--- config.mk ---
export PLATFORM = sky130hd
export DESIGN_NAME = iter_divider
export DESIGN_NICKNAME = d
export VERILOG_FILES = /design/src/rtl/div_pkg.sv /design/src/rtl/div_step.sv /design/src/rtl/iter_divider.sv
export SDC_FILE = /design/constraint.sdc
export NUM_CORES = 1
export LEC_CHECK = 0
export ABC_AREA = 1
export CORE_MARGIN = 5
export CORE_UTILIZATION = 50
export DETAILED_ROUTE_END_ITERATION = 10
export GPL_TIMING_DRIVEN = 0
export PLACE_DENSITY = 0.75
export SYNTH_ARGS = -nofsm -noshare
export SYNTH_HDL_FRONTEND = slang
export SYNTH_SLANG_ARGS = --single-unit
export TNS_END_PERCENT = 10
--- constraint.sdc ---
create_clock -name clk -period 3.2 [get_ports clk]
set_clock_uncertainty 0.1 [all_clocks]
set_input_delay 0.48 -clock clk [delete_from_list [all_inputs] [get_ports clk]]
set_output_delay 0.48 -clock clk [all_outputs]
set_load 0.005 [all_outputs]
--- src/rtl/div_pkg.sv ---
// ---------------------------------------------------------------------------
// div_pkg
// Shared definitions for the iterative radix-2 divider.
//   DIV_DW        : default operand/result width (MIPS only uses 32)
//   DIV_CNT_W     : default iteration counter width (2**DIV_CNT_W > DIV_DW)
//   DIV_ZERO_QUOT : quotient returned when the divisor is zero
//   div_state_e   : controller states IDLE / BUSY / DONE
// ---------------------------------------------------------------------------
package div_pkg;

  localparam int DIV_DW    = 32;
  localparam int DIV_CNT_W = 6;

  localparam logic [DIV_DW-1:0] DIV_ZERO_QUOT = '1;

  typedef enum logic [1:0] {
    IDLE = 2'd0,
    BUSY = 2'd1,
    DONE = 2'd2
  } div_state_e;

endpackage

--- src/rtl/div_step.sv ---
// ---------------------------------------------------------------------------
// div_step
// One restoring-division iteration, purely combinational.
// The dividend register doubles as the quotient register: each step shifts
// the next dividend bit out of the top and the new quotient bit in at the
// bottom, so after DW steps it holds the unsigned quotient.
// Ports:
//   rem       in  DW  current partial remainder
//   dvd       in  DW  dividend/quotient shift register
//   divisor   in  DW  divisor magnitude
//   rem_next  out DW  partial remainder after this step
//   dvd_next  out DW  shift register after this step
// ---------------------------------------------------------------------------
module div_step #(
  parameter int DW = 32
) (
  input  logic [DW-1:0] rem,
  input  logic [DW-1:0] dvd,
  input  logic [DW-1:0] divisor,
  output logic [DW-1:0] rem_next,
  output logic [DW-1:0] dvd_next
);

  logic [DW:0] partial;
  logic [DW:0] diff;
  logic        take;

  // The partial value is kept one bit wider than the remainder so that a
  // remainder with its MSB set (divisors above 2**(DW-1)) is not truncated
  // when shifted. Because rem < divisor, partial - divisor always fits in DW
  // bits when it is non-negative, so the top bit of the wide difference is a
  // borrow flag: clear means partial >= divisor and the subtraction is kept.
  always_comb begin
    partial  = {rem, dvd[DW-1]};
    diff     = partial - {1'b0, divisor};
    take     = ~diff[DW];
    rem_next = take ? diff[DW-1:0] : partial[DW-1:0];
    dvd_next = {dvd[DW-2:0], take};
  end

endmodule

--- src/rtl/iter_divider.sv ---
// ---------------------------------------------------------------------------
// iter_divider
// Multi-cycle radix-2 restoring divider for DIV/DIVU in the EXE stage.
// One quotient bit is produced per clock; div_end pulses in the cycle that
// begins DW+1 edges after the accepting edge. Results are held until the
// next operation completes.
// Ports:
//   clk            in  1   clock, rising edge
//   resetn         in  1   asynchronous active-low reset
//   div_begin      in  1   request level, accepted while idle
//   div_sign       in  1   1 = signed (DIV), 0 = unsigned (DIVU)
//   div_op1        in  DW  dividend (rs)
//   div_op2        in  DW  divisor (rt)
//   div_cancel     in  1   flush, aborts any operation and blocks acceptance
//   div_result     out DW  quotient (to LO)
//   div_remainder  out DW  remainder (to HI)
//   div_end        out 1   one-cycle pulse, results valid
//   div_busy       out 1   operation in progress
// ---------------------------------------------------------------------------
module iter_divider
  import div_pkg::*;
#(
  parameter int DW    = DIV_DW,
  parameter int CNT_W = DIV_CNT_W
) (
  input  logic          clk,
  input  logic          resetn,
  input  logic          div_begin,
  input  logic          div_sign,
  input  logic [DW-1:0] div_op1,
  input  logic [DW-1:0] div_op2,
  input  logic          div_cancel,
  output logic [DW-1:0] div_result,
  output logic [DW-1:0] div_remainder,
  output logic          div_end,
  output logic          div_busy
);

  div_state_e       state;
  logic [CNT_W-1:0] cnt;
  logic [DW-1:0]    rem_q;
  logic [DW-1:0]    dvd_q;
  logic [DW-1:0]    dvs_q;
  logic [DW-1:0]    op1_raw;
  logic             neg_q;
  logic             neg_r;
  logic             dvs_zero;

  logic             op1_neg;
  logic             op2_neg;
  logic [DW-1:0]    op1_mag;
  logic [DW-1:0]    op2_mag;
  logic [DW-1:0]    rem_next;
  logic [DW-1:0]    dvd_next;

  // Sign conditioning of the live operands. Only meaningful on the accept
  // edge; the core always works on unsigned magnitudes. The most negative
  // value negates to itself, which read as unsigned is its true magnitude.
  always_comb begin
    op1_neg = div_sign & div_op1[DW-1];
    op2_neg = div_sign & div_op2[DW-1];
    op1_mag = op1_neg ? -div_op1 : div_op1;
    op2_mag = op2_neg ? -div_op2 : div_op2;
  end

  div_step #(
    .DW (DW)
  ) u_step (
    .rem      (rem_q),
    .dvd      (dvd_q),
    .divisor  (dvs_q),
    .rem_next (rem_next),
    .dvd_next (dvd_next)
  );

  // Controller and datapath registers. A flush wins over everything except
  // reset and leaves the visible results untouched. Results and div_end are
  // registered on the edge that leaves DONE, so div_end lands in the first
  // idle cycle, where a still-raised div_begin is immediately accepted again.
  // Divide by zero runs the full iteration and then overrides the results:
  // quotient all-ones, remainder equal to the dividend as presented.
  always_ff @(posedge clk or negedge resetn) begin
    if (!resetn) begin
      state         <= IDLE;
      cnt           <= '0;
      rem_q         <= '0;
      dvd_q         <= '0;
      dvs_q         <= '0;
      op1_raw       <= '0;
      neg_q         <= 1'b0;
      neg_r         <= 1'b0;
      dvs_zero      <= 1'b0;
      div_result    <= '0;
      div_remainder <= '0;
      div_end       <= 1'b0;
      div_busy      <= 1'b0;
    end else if (div_cancel) begin
      state    <= IDLE;
      cnt      <= '0;
      div_end  <= 1'b0;
      div_busy <= 1'b0;
    end else begin
      case (state)
        IDLE: begin
          div_end <= 1'b0;
          if (div_begin) begin
            rem_q    <= '0;
            dvd_q    <= op1_mag;
            dvs_q    <= op2_mag;
            op1_raw  <= div_op1;
            neg_q    <= op1_neg ^ op2_neg;
            neg_r    <= op1_neg;
            dvs_zero <= (div_op2 == '0);
            cnt      <= '0;
            div_busy <= 1'b1;
            state    <= BUSY;
          end
        end
        BUSY: begin
          rem_q <= rem_next;
          dvd_q <= dvd_next;
          cnt   <= cnt + CNT_W'(1);
          if (cnt == CNT_W'(DW - 1)) begin
            state <= DONE;
          end
        end
        DONE: begin
          if (dvs_zero) begin
            div_result    <= DIV_ZERO_QUOT;
            div_remainder <= op1_raw;
          end else begin
            div_result    <= neg_q ? -dvd_q : dvd_q;
            div_remainder <= neg_r ? -rem_q : rem_q;
          end
          div_end  <= 1'b1;
          div_busy <= 1'b0;
          cnt      <= '0;
          state    <= IDLE;
        end
        default: begin
          state    <= IDLE;
          cnt      <= '0;
          div_end  <= 1'b0;
          div_busy <= 1'b0;
        end
      endcase
    end
  end

endmodule

==> impl_results.md, run 1 <==
- Outcome: completed
- Mapped Nets: 2436
- Post-DRT Antenna Nets: 0
- Root Buffer Master: clkbuf_16
- Top achievable clock speed: 0.365 GHz
- Synth async-reset ratio: 1.00
- Most common cell after layout, fill and taps aside: nand2_1
- Tot Pwr: 13100 uW
- Remaining DRCs: 0
- Primary FF master, synth: dfrtp_1
- Met3 wire len: 4330 um
- Clock buffer count from CTS: 25
- # H-tree levels: 1
- Max Cap Viol: 0
- Clk buf depth: 3
- DR top layer: met4
- Met1 wire length: 24100 um
- CP endpoint: rem_q[12]
- Final Max Slew Viols: 0
- R2r endpoint: rem_q[12]
- CP Class: register to register
- Syn. warnings: 0
- Met2 wire len: 24200 um
- Layout cells sized above 1: 0.0378
- First-pass GRT wire length: 85500 um
- Clk slew on worst S/H paths: 0.06 ns
- Power per cell area: 742 nW/um2
- Vias in the first global route: 15.2k
- Seq/Total Area, Yosys: 0.343
- Clock Latency Late Sink: 0.55 ns
- Crit. End Element: register
- Die width: 183 um
- Final setup fails: 0
- Worst path required time: 3.51 ns
- Synth unique cells: 49
- Ant diodes: 0
- Initial antenna violation count: 1
- Initial Util: 0.506
- Final hold violation count: 0
- Critical path peak fanout: 10
- Commonest non-fill, non-tap cells in the layout: nand2_1, inv_1, nand3_1
- Worst r2r src: dvd_q[31]
- Final core occ: 0.596
- Worst Hold Class: register to register
- Total GRT Usage: 0.326
- Crit share post-route: 0.855
- Port buffer count: 134
- FILL cells: 2930
- DRC marker count from the first detailed-route iteration: 1538
- Io pins: 135
- Origin of the worst setup path: dvd_q[31]
- DR pass1 iterations: 6
- Post-DP HPWL: 45400 um
- Mean area per synthesized cell: 6.42 um2
- Synthesized cell area: 15000 um2
- Post-synth EDFFs: 0
- Leakage: 0.00930 uW
- Vias: 16.1k
- Layout area overhead: 17.8%
- Die Y: 183 um
- TritonCTS Sinks: 205
- Post-Syn Instances: 2329
- Hold Path Origin: div_remainder[23]
- Final setup margin: 0.463 ns
- R2R Setup Slk: 0.46 ns
- Worst slew margin: 0.376
- Worst r2r path cells: 17
- CP Data Arrival Time: 3.05 ns
- Yosys reg bits: 205
- Largest net degree at the start of global routing: 118
- Post-Place Setup Slack: 0.0852 ns
- Least-Margin Pin Slew: 0.936 ns
- RePlAce Congestion: 0.976
- TritonCTS clock tree: built
- Vias per cell: 5.55
- Wire length per cell: 19.2 um
- Die area: 33500 um2
- Total wire length: 55500 um
- Cell Rows: 63
- CP Launch Type: register
- RSZ-0062 raised after global routing: no
- Final net count: 2599
- Post-route minimum period: 2.74 ns
- Core area: 29600 um2
- Grt ovf: 0
- IR Drop Worst-Case VDD: 0.414 mV
- Post-CTS Setup Inserts: 0
-- cell families (layout without fill, tap and decap cells) --
| kind of cell | Yosys count | after routing | share of synthesized area |
|---|---|---|---|
| flops | 205 | 205 | 0.343 |
| simple gates | 1271 | 1271 | 0.359 |
| buf+inv | 419 | 600 | 0.109 |
| xor+xnor | 62 | 62 | 0.0363 |
| fa+ha+maj | 38 | 38 | 0.0323 |
| compound gates | 334 | 334 | 0.121 |
-- power by group --
group	internal, uW	switching [uW]	leakage [uW]
Clock	1590	1180	0.000389
Sequential	3170	573	0.00269
Combinational	2050	4520	0.00622
-- synthesized netlist by cell type, types with 3 or more instances --
cell,number,area [um2]
buf_4,7,52.6
clkbuf_1,50,188
o22ai_1,9,56.3
buf_2,9,45.0
inv_2,4,15.0
o211ai_1,16,120
nor2_2,9,56.3
o21ai_1,27,135
a31oi_1,19,119
inv_1,341,1280
nand2_2,6,37.5
a21o_1,3,22.5
nor3_1,30,150
ha_1,37,463
a21oi_1,106,531
o21bai_1,5,37.5
xnor2_1,16,140
nor4_1,5,31.3
nand2_1,741,2780
dfrtp_1,205,5130
o21ai_0,137,686
o31ai_1,3,22.5
and2_1,4,25.0
or2_2,6,37.5
nand3_1,208,1040
nand3b_1,6,45.0
xor2_1,46,403
nor2_1,199,747
nand4_1,43,269
buf_1,6,22.5
nand2_4,4,45.0
-- final cells by class --
| type | instances | area [um2] | area share |
|---|---|---|---|
| plain buffers | 74 | 330 | 0.0187 |
| clock buffers | 35 | 683 | 0.0388 |
| clock inverters | 10 | 105 | 0.00596 |
| inverters | 345 | 1290 | 0.0735 |
| multi-input cells | 1705 | 8210 | 0.466 |
| flip-flops and latches | 205 | 5130 | 0.291 |
| well taps | 390 | 488 | 0.0277 |
| repair buffers | 136 | 1380 | 0.0785 |
-- flip-flops by register name, summed over array words and instances (netlist names) --
signal and count:
neg_q 1, div_remainder 32, state 2, cnt 6, rem_q 32, dvs_q 32
div_end 1, div_result 32, neg_r 1, op1_raw 32, div_busy 1, dvs_zero 1
dvd_q 32
-- what timing repair did --
action / CTS / global route
hold endpoints to repair: 112 / 0
hold buffers: 1 / 0
gates resized for setup: 0 / 0
-- metal layers --
layer,vias up,GRT usage
li1,7770,-
met1,7517,0.455
met3,117,0.0454
met5,-,0
met2,700,0.507
met4,0,0.145
-- per-stage QoR --
step	hold slack (ns)	cells	setup TNS (ns)	instance area (um2)
2_1_floorplan	0.0844	2329	0	15000
3_3_place_gp	0.363	2853	-1432.10	16800
3_5_place_dp	0.367	2854	0	16800
4_1_cts	0.383	2900	0	17600
5_1_grt	0.393	2900	0	17600
6_report	0.382	2900	0	17600
-- worst max-delay path, cell delays in order, from the launching register on --
cell	delay, ns
dfrtp_1	0.34
inv_1	0.16
ha_1	0.28
fa_1	0.41
inv_1	0.09
nand2_1	0.05
nand2_1	0.07
nand3_1	0.08
nand2_2	0.11
nand2_1	0.07
nand2_2	0.10
nand2_4	0.09
nand2_4	0.08
nand2_2	0.13
nand2_2	0.20
nand2_1	0.09
nand3_1	0.08
nand2_1	0.06
-- worst min-delay path by stage --
stage / end / slack, ns / cells after the start
after floorplan: cnt[0] / 0.08 / 0
after global placement: div_remainder[27] / 0.36 / 2
after detailed placement: dvs_q[28] / 0.37 / 2
after CTS: dvs_q[28] / 0.38 / 2
after global routing: dvd_q[0] / 0.39 / 2
final: div_remainder[23] / 0.38 / 2
Note: power is estimated with default switching activity, not from simulation.
==> run 2: changes to the inputs <==
--- a/config.mk
+++ b/config.mk
@@ -11,6 +11,8 @@
 export DETAILED_ROUTE_END_ITERATION = 10
 export GPL_TIMING_DRIVEN = 0
 export PLACE_DENSITY = 0.75
+export RECOVER_POWER = 25
+export SKIP_LAST_GASP = 1
 export SYNTH_ARGS = -nofsm -noshare
 export SYNTH_HDL_FRONTEND = slang
 export SYNTH_SLANG_ARGS = --single-unit
==> run 2 against run 1 <==
  * The flow now finishes with violations (max-capacitance violations, max-slew violations)
  * Combinational power hardly changed
  * Power hardly changed
  * Sequential power hardly changed
  * Critical path depth stayed put
  * Worst setup slack better by 0.0020 ns
  * Sequential share of layout area hardly changed
  * Largest cell class unchanged
  * Largest power group unchanged
==> impl_results.md, run 2 (synthesis gave the netlist of run 1 again) <==
- Layout cells sized above 1: 0.0378
- Wire length per cell: 19.2 um
- Clock buffer count from CTS: 25
- TritonCTS clock tree: built
- Crit-path cells: inv_1 -> ha_1 -> fa_1 -> inv_1 -> nand2_1 -> nand2_1 -> nand3_1 -> nand2_2 -> nand2_1 -> nand2_2 -> nand2_4 -> nand2_4 -> nand2_2 -> nand2_2 -> nand2_1 -> nand3_1 -> nand2_1
- Layout area overhead: 17.6%
- Clk pwr share: 0.212
- Top achievable clock speed: 0.366 GHz
- Final setup margin: 0.465 ns
- Worst Hold Class: register to register
- GR peak layer: met2
- Total GRT Usage: 0.326
- Io pins: 135
- Register Area: 5130 um2
- Cell Rows: 63
- Post-CTS sizing: 0
- Worst path required time: 3.51 ns
- Crit-path slowest cell: fa_1
- Core area: 29600 um2
- M2 GR Usage: 0.507
- CP Launch Type: register
- M3 GR Usage: 0.0454
- First-pass GRT wire length: 85500 um
- Leakage: 0.00929 uW
- Commonest non-fill, non-tap cells in the layout: nand2_1, inv_1, nand3_1
- Initial antenna violation count: 1
- Die area: 33500 um2
- Outcome: finished, violations left
- Vias: 16.1k
- RePlAce Congestion: 0.976
- P_sw: 6280 uW
- Net Sw Frac: 0.480
- Clk buf depth: 3
- Final core occ: 0.595
- Port buffer count: 134
- Remaining DRCs: 0
- Crit path buf inv count: 2
- Power per cell area: 743 nW/um2
- Clk slew on worst S/H paths: 0.06 ns
- Vias in the first global route: 15.2k
- Grt ovf: 0
- Tot Pwr: 13100 uW
- Crit path largest cell delay: 0.41 ns
- Final std cells w/o fill: 2900
- DRC marker count from the first detailed-route iteration: 1538
- Failing checks: max-capacitance violations, max-slew violations
- IR Drop Worst-Case VDD: 0.413 mV
- Clock Latency Late Sink: 0.55 ns
- Ant diodes: 0
- RSZ-0062 raised after global routing: no
- Crit. End Element: register
- TritonCTS Sinks: 205
- Comb power frac: 0.502
- Most frequent cell on the critical path: nand2_1
- Sequential Power Share: 0.286
- Final net count: 2599
- Max Cap Viol: 1
- Largest net degree at the start of global routing: 118
- Vias per cell: 5.56
- Multi-input gate area: 8210 um2
- Post-route minimum period: 2.74 ns
- Placed cells: 2854
- Final Max Slew Viols: 118
- Post-Place Setup Slack: 0.0852 ns
- Critical path peak fanout: 10
- Least-Margin Pin Slew: 1.62 ns
- Worst slew margin: -0.0773
- CP Data Arrival Time: 3.05 ns
- Root Buffer Master: clkbuf_16
- Initial Util: 0.506
- FILL cells: 2935
- Post-DP HPWL: 45400 um
- Die Y: 183 um
- # H-tree levels: 1
- M1 GR Usage: 0.455
- Final hold violation count: 0
- Internal cell power: 6800 uW
- Crit share post-route: 0.855
- Post-DRT Antenna Nets: 0
- CP Class: register to register
- DR pass1 iterations: 6
- Critical path's top delay family: simple AND/OR/NAND/NOR gates
- Die width: 183 um
- Final TNS setup: 0 ns
- Final setup fails: 0
- Total wire length: 55500 um
- Most common cell after layout, fill and taps aside: nand2_1
-- run 2: worst paths after layout --
| path | depth (start not counted) | from | endpoint | slack [ns] |
|---|---|---|---|---|
| setup / recovery | 17 | dvd_q[31] | rem_q[12] | 0.46 |
| max in group asynchronous | 3 | resetn | cnt[1] | 0.61 |
| hold / removal | 2 | div_remainder[23] | div_remainder[23] | 0.38 |
| hold reg to reg | 2 | div_remainder[23] | div_remainder[23] | 0.38 |
| setup reg to reg | 17 | dvd_q[31] | rem_q[12] | 0.46 |
| min in group asynchronous | 2 | resetn | div_remainder[17] | 0.84 |
-- run 2: layout make-up --
| class | count | area share |
|---|---|---|
| Clock buffer | 35 | 0.0388 |
| Sequential cell | 205 | 0.292 |
| Tap cell | 390 | 0.0277 |
| Inverter | 345 | 0.0736 |
| Timing Repair Buffer | 136 | 0.0773 |
| Multi-Input combinational cell | 1705 | 0.466 |
| Buffer | 74 | 0.0188 |
| Clock inverter | 10 | 0.00597 |
-- run 2: repair_timing --
action	4_1_cts	5_1_grt
setup buffers	0	0
endpoints found under the setup margin	0	0
hold endpoints to repair	112	0
hold buffers	1	0
-- run 2: layer usage --
metal  part of all wire  routed length [um]  up-vias
li1                   -                   -     7770
met1               0.43               24100     7522
met2               0.44               24200      696
met3              0.078                4310      123
met4              0.054                3000        0
met5                  0                   0        -
-- run 2: per-stage QoR --
stage / hold slack (ns) / area [um2]
after global routing: 0.393 / 17600
after floorplan: 0.0844 / 15000
after CTS: 0.383 / 17600
after global placement: 0.363 / 16800
after detailed placement: 0.367 / 16800
final: 0.382 / 17600
-- run 2: tightest hold or removal path, cell delays in order, from the launching register on --
cell     delay, ns
dfrtp_1       0.34
nand2_1       0.05
nand2_1       0.05
-- run 2: power groups by stage --
stage / clock network, uW / logic, uW / registers, uW
after global placement: 0 / 6320 / 3750
after floorplan: 0 / 4570 / 3510
after global routing: 2910 / 7320 / 3790
after CTS: 2800 / 6440 / 3710
final: 2770 / 6560 / 3740
after detailed placement: 0 / 6410 / 3750
